--- src/rtl/pygmy_lsu_pkg.sv ---
// Shared types and helpers for the Wishbone load/store unit.
// The optional bus timeout is enabled with the LSU_TIMEOUT_EN macro (see wishbone_lsu_master).
package pygmy_lsu_pkg;

  typedef enum logic [1:0] {
    SZ_BYTE = 2'b00,
    SZ_HALF = 2'b01,
    SZ_WORD = 2'b10
  } lsu_size_t;

  typedef enum logic [1:0] {
    IDLE = 2'd0,
    BUS  = 2'd1,
    RESP = 2'd2,
    ERR  = 2'd3
  } lsu_state_t;

  // Size code 2'b11 has no legal encoding, so it is reported like a misaligned access.
  function automatic logic is_misaligned(input logic [1:0] size, input logic [1:0] addr_lo);
    logic bad;
    case (size)
      SZ_BYTE: bad = 1'b0;
      SZ_HALF: bad = addr_lo[0];
      SZ_WORD: bad = |addr_lo;
      default: bad = 1'b1;
    endcase
    return bad;
  endfunction

endpackage

--- src/rtl/lsu_lane_align.sv ---
// Combinational byte-lane steering: select generation, store replication,
// and load extraction with sign/zero extension.
module lsu_lane_align
  import pygmy_lsu_pkg::*;
(
  input  logic [1:0]  size,
  input  logic [1:0]  addr_lo,
  input  logic        unsigned_ld,
  input  logic [31:0] wdata,
  input  logic [31:0] rdata_raw,
  output logic [3:0]  sel,
  output logic [31:0] wdata_lane,
  output logic [31:0] rdata_ext
);

  logic [7:0]  byte_pick;
  logic [15:0] half_pick;

  assign byte_pick = rdata_raw[{addr_lo, 3'b000} +: 8];
  assign half_pick = addr_lo[1] ? rdata_raw[31:16] : rdata_raw[15:0];

  always_comb begin
    sel        = 4'b0000;
    wdata_lane = wdata;
    rdata_ext  = rdata_raw;
    case (size)
      SZ_BYTE: begin
        sel        = 4'b0001 << addr_lo;
        wdata_lane = {4{wdata[7:0]}};
        rdata_ext  = {{24{~unsigned_ld & byte_pick[7]}}, byte_pick};
      end
      SZ_HALF: begin
        sel        = addr_lo[1] ? 4'b1100 : 4'b0011;
        wdata_lane = {2{wdata[15:0]}};
        rdata_ext  = {{16{~unsigned_ld & half_pick[15]}}, half_pick};
      end
      SZ_WORD: begin
        sel = 4'b1111;
      end
      default: begin
        sel = 4'b0000;
      end
    endcase
  end

endmodule

--- src/rtl/wishbone_lsu_master.sv ---
// Turns one core load/store request into a single Wishbone classic cycle.
// Define LSU_TIMEOUT_EN to abort a BUS phase that never sees ACK.
module wishbone_lsu_master
  import pygmy_lsu_pkg::*;
#(
  parameter int DATA_WIDTH     = 32,
  parameter int ADDR_WIDTH     = 32,
  parameter int TIMEOUT_CYCLES = 16
) (
  input  logic                  i_CLK,
  input  logic                  i_RST,
  input  logic                  i_REQ,
  input  logic                  i_WE,
  input  logic [1:0]            i_SIZE,
  input  logic                  i_UNSIGNED,
  input  logic [ADDR_WIDTH-1:0] i_ADDR,
  input  logic [DATA_WIDTH-1:0] i_WDATA,
  output logic                  o_BUSY,
  output logic                  o_DONE,
  output logic                  o_ERR,
  output logic [DATA_WIDTH-1:0] o_RDATA,
  output logic [ADDR_WIDTH-1:0] o_ADDR,
  output logic [DATA_WIDTH-1:0] o_DATA,
  input  logic [DATA_WIDTH-1:0] i_DATA,
  output logic [3:0]            o_SEL,
  output logic                  o_WE,
  output logic                  o_STB,
  output logic                  o_CYC,
  input  logic                  i_ACK
);

  lsu_state_t            state_q, state_d;
  logic                  we_q, we_d;
  logic [1:0]            size_q, size_d;
  logic                  uns_q, uns_d;
  logic [1:0]            addr_lo_q, addr_lo_d;
  logic [ADDR_WIDTH-1:0] wb_addr_q, wb_addr_d;
  logic [DATA_WIDTH-1:0] wb_data_q, wb_data_d;
  logic [3:0]            wb_sel_q, wb_sel_d;
  logic                  wb_we_q, wb_we_d;
  logic [DATA_WIDTH-1:0] rdata_q, rdata_d;
`ifdef LSU_TIMEOUT_EN
  logic [7:0]            tmo_q, tmo_d;
`endif

  logic [1:0]  al_size;
  logic [1:0]  al_lo;
  logic [3:0]  al_sel;
  logic [31:0] al_wdata;
  logic [31:0] al_rdata;

  // In IDLE the aligner looks at the incoming request; afterwards at the latched one.
  assign al_size = (state_q == IDLE) ? i_SIZE : size_q;
  assign al_lo   = (state_q == IDLE) ? i_ADDR[1:0] : addr_lo_q;

  lsu_lane_align u_align (
    .size        (al_size),
    .addr_lo     (al_lo),
    .unsigned_ld (uns_q),
    .wdata       (i_WDATA),
    .rdata_raw   (i_DATA),
    .sel         (al_sel),
    .wdata_lane  (al_wdata),
    .rdata_ext   (al_rdata)
  );

  always_comb begin
    state_d   = state_q;
    we_d      = we_q;
    size_d    = size_q;
    uns_d     = uns_q;
    addr_lo_d = addr_lo_q;
    wb_addr_d = wb_addr_q;
    wb_data_d = wb_data_q;
    wb_sel_d  = wb_sel_q;
    wb_we_d   = wb_we_q;
    rdata_d   = rdata_q;
`ifdef LSU_TIMEOUT_EN
    tmo_d     = tmo_q;
`endif
    case (state_q)
      IDLE: begin
        if (i_REQ) begin
          we_d      = i_WE;
          size_d    = i_SIZE;
          uns_d     = i_UNSIGNED;
          addr_lo_d = i_ADDR[1:0];
          if (is_misaligned(i_SIZE, i_ADDR[1:0])) begin
            state_d = ERR;
          end else begin
            state_d   = BUS;
            wb_addr_d = {i_ADDR[ADDR_WIDTH-1:2], 2'b00};
            wb_data_d = al_wdata;
            wb_sel_d  = al_sel;
            wb_we_d   = i_WE;
`ifdef LSU_TIMEOUT_EN
            tmo_d     = 8'd0;
`endif
          end
        end
      end
      BUS: begin
        // Bus-facing registers return to zero whenever the cycle ends.
        if (i_ACK) begin
          state_d   = RESP;
          if (!we_q) rdata_d = al_rdata;
          wb_addr_d = '0;
          wb_data_d = '0;
          wb_sel_d  = '0;
          wb_we_d   = 1'b0;
        end
`ifdef LSU_TIMEOUT_EN
        else if (tmo_q == 8'(TIMEOUT_CYCLES - 1)) begin
          state_d   = ERR;
          wb_addr_d = '0;
          wb_data_d = '0;
          wb_sel_d  = '0;
          wb_we_d   = 1'b0;
        end else begin
          tmo_d = tmo_q + 8'd1;
        end
`endif
      end
      RESP:    state_d = IDLE;
      ERR:     state_d = IDLE;
      default: state_d = IDLE;
    endcase
  end

  always_ff @(posedge i_CLK) begin
    if (i_RST) begin
      state_q   <= IDLE;
      we_q      <= 1'b0;
      size_q    <= 2'b00;
      uns_q     <= 1'b0;
      addr_lo_q <= 2'b00;
      wb_addr_q <= '0;
      wb_data_q <= '0;
      wb_sel_q  <= '0;
      wb_we_q   <= 1'b0;
      rdata_q   <= '0;
`ifdef LSU_TIMEOUT_EN
      tmo_q     <= 8'd0;
`endif
    end else begin
      state_q   <= state_d;
      we_q      <= we_d;
      size_q    <= size_d;
      uns_q     <= uns_d;
      addr_lo_q <= addr_lo_d;
      wb_addr_q <= wb_addr_d;
      wb_data_q <= wb_data_d;
      wb_sel_q  <= wb_sel_d;
      wb_we_q   <= wb_we_d;
      rdata_q   <= rdata_d;
`ifdef LSU_TIMEOUT_EN
      tmo_q     <= tmo_d;
`endif
    end
  end

  assign o_BUSY  = (state_q != IDLE);
  assign o_DONE  = (state_q == RESP);
  assign o_ERR   = (state_q == ERR);
  assign o_CYC   = (state_q == BUS);
  assign o_STB   = (state_q == BUS);
  assign o_RDATA = rdata_q;
  assign o_ADDR  = wb_addr_q;
  assign o_DATA  = wb_data_q;
  assign o_SEL   = wb_sel_q;
  assign o_WE    = wb_we_q;

endmodule

--- config.mk ---
export PLATFORM = sky130hd
export DESIGN_NAME = wishbone_lsu_master
export DESIGN_NICKNAME = d
export VERILOG_FILES = /design/src/rtl/pygmy_lsu_pkg.sv /design/src/rtl/lsu_lane_align.sv /design/src/rtl/wishbone_lsu_master.sv
export SDC_FILE = /design/constraint.sdc
export NUM_CORES = 1
export LEC_CHECK = 0
export BUFFER_PORTS_ARGS = -buffer_cell sky130_fd_sc_hd__buf_2
export CORE_UTILIZATION = 30
export DETAILED_ROUTE_END_ITERATION = 16
export PLACE_DENSITY = 0.61
export SYNTH_ARGS = -nofsm -noshare
export SYNTH_HDL_FRONTEND = slang
export SYNTH_SLANG_ARGS = --single-unit
--- constraint.sdc ---
create_clock -name i_CLK -period 2.7 [get_ports i_CLK]
set_input_delay 0.135 -clock i_CLK [delete_from_list [all_inputs] [get_ports i_CLK]]
set_output_delay 0.135 -clock i_CLK [all_outputs]
set_load 0.005 [all_outputs]
==> flow_metrics.env <==
export IMPL_leakagePower_uw=0.00288
export IMPL_io_pins=210
export IMPL_final_max_slew_viol_count=0
export IMPL_setup_ws_ns=0.298
export IMPL_pwr_share_clk_pct=37.4
export IMPL_nNetsFinal=825
export IMPL_hpwlAfterDp_microns=11100
export IMPL_outcome="complete, no violations"
export IMPL_antenna_found_initial=0
export IMPL_yosys_warnings=0
export IMPL_top_layer="met4"
export IMPL_ant_nets=0
export IMPL_cp_start_kind="flip-flop"
export IMPL_tightest_slew_ns=0.878
export IMPL_skew_ns=0.0120
export IMPL_placed_area_sq_um=6080
export IMPL_die_w_microns=129
export IMPL_path_clk_slew_ns=0.08
export IMPL_p_seq_share_pct=42.5
export IMPL_drt_wirelength_per_cell_microns=16.3
export IMPL_firstDrtPassIters=4
export IMPL_pre_cts_slack_ns=0.304
export IMPL_gp_congestion=0.794
export IMPL_synthArstFlopShare_pct=0
export IMPL_cellInternalPower_uw=2940
export IMPL_clkSinkCount=107
export IMPL_setup_violations=0
export IMPL_drive_above_1_share_pct=38.4
export IMPL_drc=0
export IMPL_cap_violations=0
export IMPL_p_sw_uw=1130
export IMPL_wl_met3_microns=1310
export IMPL_ctsHtreeMaxLevel=3
export IMPL_dieArea_sq_um=16700
export IMPL_area_growth_pct=32.3
export IMPL_synthDistinctLibCells=50
export IMPL_coreArea_sq_um=15800
export IMPL_path_buf_inv=2
export IMPL_die_h_microns=129
export IMPL_required_ns=2.97
export IMPL_avgSynthCellArea_sq_um=9.07
export IMPL_ys_ff_latch=107
export IMPL_cts_tree="done"
export IMPL_vias=4729
export IMPL_drtIter0Drc=232
export IMPL_path_max_fanout=16
export IMPL_finalSetupTns_ns=0
export IMPL_rows=46
export IMPL_grt_ovfl_total=0
export IMPL_critPathTopFamily="compound AO/OA/AOI/OAI gates"
export IMPL_port_buffer_count=207
export IMPL_max_freq_mhz=416
export IMPL_critPathMaxStageDelay_ns=0.59
export IMPL_design_area_sq_um=6420
export IMPL_pwr_density_cell_nw_per_um2=634
export IMPL_grt_use_total_pct=18.2
export IMPL_ctsHoldBuffers=0
export IMPL_synthCells=535
export IMPL_wl_met2_microns=7040
export IMPL_numCtsBuffers=9
export IMPL_critPathArrivalTime_ns=2.67
export IMPL_synth_top_flop_cell="dfxtp_1"
export IMPL_critical_path_class="reg -> reg"
export IMPL_fin_crit_ns=2.40
export IMPL_grt_max_degree=58
export IMPL_start_util_pct=30.7
export IMPL_via_per_inst=5.02
export IMPL_post_cts_buffers=0
export IMPL_cpMaxStageDelayCell="dfxtp_1"
export IMPL_relSlewSlack_pct=41.5
export IMPL_wl_microns=15300
export IMPL_clockBufferDepth=2
export IMPL_peakVddDrop_mv=0.325
export IMPL_synth_edff_count=0
export IMPL_p_comb_share_pct=20.1
export IMPL_wl_met1_microns=6730
export IMPL_synth_area_sq_um=4850
export IMPL_path_cells="nor2_1 -> buf_4 -> o31ai_4 -> o221a_2 -> a211oi_4 -> buf_4 -> a211oi_1"
export IMPL_clock_latency_ns=0.35
export IMPL_cts_resized=0
export IMPL_grt_pass1_wl_microns=23600
export IMPL_root_buffer="clkbuf_16"
export IMPL_seq_area_frac_synth_pct=44.1
export IMPL_hp_class="in -> reg"
export IMPL_antenna_cells=0
export IMPL_critPathMostFrequentCell="buf_4"
export IMPL_switching_share_pct=27.7
export IMPL_finalPower_uw=4070
export IMPL_fin_crit_sh_pct=89.0
export IMPL_final_hold_viol_count=0
export IMPL_grt_pass1_vias=4461
export IMPL_end_kind="flip-flop"
export IMPL_rsz0062_at_grt="no"
Yosys cell counts, types with 3 or more instances:
| cell | count | area (sq um) |
|---|---|---|
| a211o_1 | 8 | 70.1 |
| a211oi_1 | 22 | 165 |
| a211oi_2 | 10 | 125 |
| a21oi_1 | 21 | 105 |
| a221o_1 | 7 | 70.1 |
| a221oi_1 | 15 | 131 |
| a22oi_1 | 55 | 413 |
| buf_2 | 7 | 35.0 |
| buf_4 | 5 | 37.5 |
| clkbuf_1 | 33 | 124 |
| dfxtp_1 | 107 | 2140 |
| inv_1 | 9 | 33.8 |
| mux2_2 | 17 | 191 |
| mux2i_1 | 20 | 200 |
| nand2_1 | 35 | 131 |
| nand3_1 | 7 | 35.0 |
| nor2_1 | 103 | 387 |
| nor2b_1 | 3 | 18.8 |
| o21ai_0 | 14 | 70.1 |
registers in the layout (all words and copies together) (netlist names):
register   cells
uns_q          1
o_SEL          4
size_q         2
we_q           1
o_DATA        32
addr_lo_q      2
o_WE           1
o_RDATA       32
state_q        2
o_ADDR        30
worst reg2reg max path, cell delays in order (launching register included):
cell and delay, ns:
dfxtp_1 0.59, nor2_1 0.13, buf_4 0.21, o31ai_4 0.48
o221a_2 0.36, a211oi_4 0.07, buf_4 0.24, a211oi_1 0.25
path summary, 6_finish.rpt:
check                               start                       end  slack [ns]  cells after the start
setup / recovery  state_q[1]$_SDFFE_PP0P_  o_RDATA[26]$_SDFFE_PP0P_        0.30                      7
hold / removal                  i_ADDR[9]    o_ADDR[9]$_SDFFE_PP0P_        0.03                      3
setup reg to reg  state_q[1]$_SDFFE_PP0P_  o_RDATA[26]$_SDFFE_PP0P_        0.30                      7
hold reg to reg     o_SEL[0]$_SDFFE_PP0P_     o_SEL[0]$_SDFFE_PP0P_        0.45                      2
logic make-up (layout without fill, tap and decap cells):
group | after synthesis | in the layout | synth area share [%]
simple gates | 166 | 166 | 14.5
compound gates | 165 | 165 | 27.2
flops | 107 | 107 | 44.1
buf+inv | 57 | 247 | 5.29
other cells | 1 | 2 | 0.0773
mux | 39 | 39 | 8.82
area by class of cell:
class | instances | area, sq um
multi-input combinational | 372 | 2470
fill | 1625 | 9410
inverter | 9 | 33.8
clock inverter | 5 | 108
tap | 216 | 270
clock buffer | 11 | 233
timing repair buffer | 222 | 1160
sequential | 107 | 2140
power groups by stage:
| stage | Combinational, uW | Sequential [uW] | Clock (uW) |
|---|---|---|---|
| finish | 817 | 1730 | 1520 |
| global route | 905 | 1740 | 1630 |
| CTS | 821 | 1730 | 1580 |
| detailed placement | 819 | 1770 | 0 |
| global placement | 818 | 1770 | 0 |
| floorplan | 503 | 1760 | 0 |
metal layers:
layer	vias up	global-route usage, %
met5	-	0
met1	2197	23.1
met2	198	29.3
li1	2318	-
met4	0	5.67
met3	16	5.78
metrics by stage:
stage / utilization (%) / hold slack [ns] / instances
finish: 40.6 / 0.0329 / 942
global route: 40.6 / 0.0174 / 942
CTS: 40.6 / 0.0165 / 942
detailed placement: 38.4 / 0.397 / 926
global placement: 38.4 / 0.381 / 926
floorplan: - / 0.276 / 536
layout by cell type (no fill, tap or decap), types with 2 or more instances in the layout:
master       n
buf_2      206
dfxtp_1    107
nor2_1     102
a22oi_1     55
nand2_1     35
a211oi_1    22
a21oi_1     21
mux2i_1     20
mux2_2      17
a221oi_1    15
buf_4       15
o21ai_0     14
a211oi_2    10
inv_1        9
clkbuf_16    9
a211o_1      8
nand3_1      7
a221o_1      7
nor2b_1      3
bufinv_16    3
a31oi_1      2
or3_1        2
nand3b_1     2
or2_2        2
conb_1       2
inv_6        2
clkbuf_1     2
(Power assumes the default switching activity.)
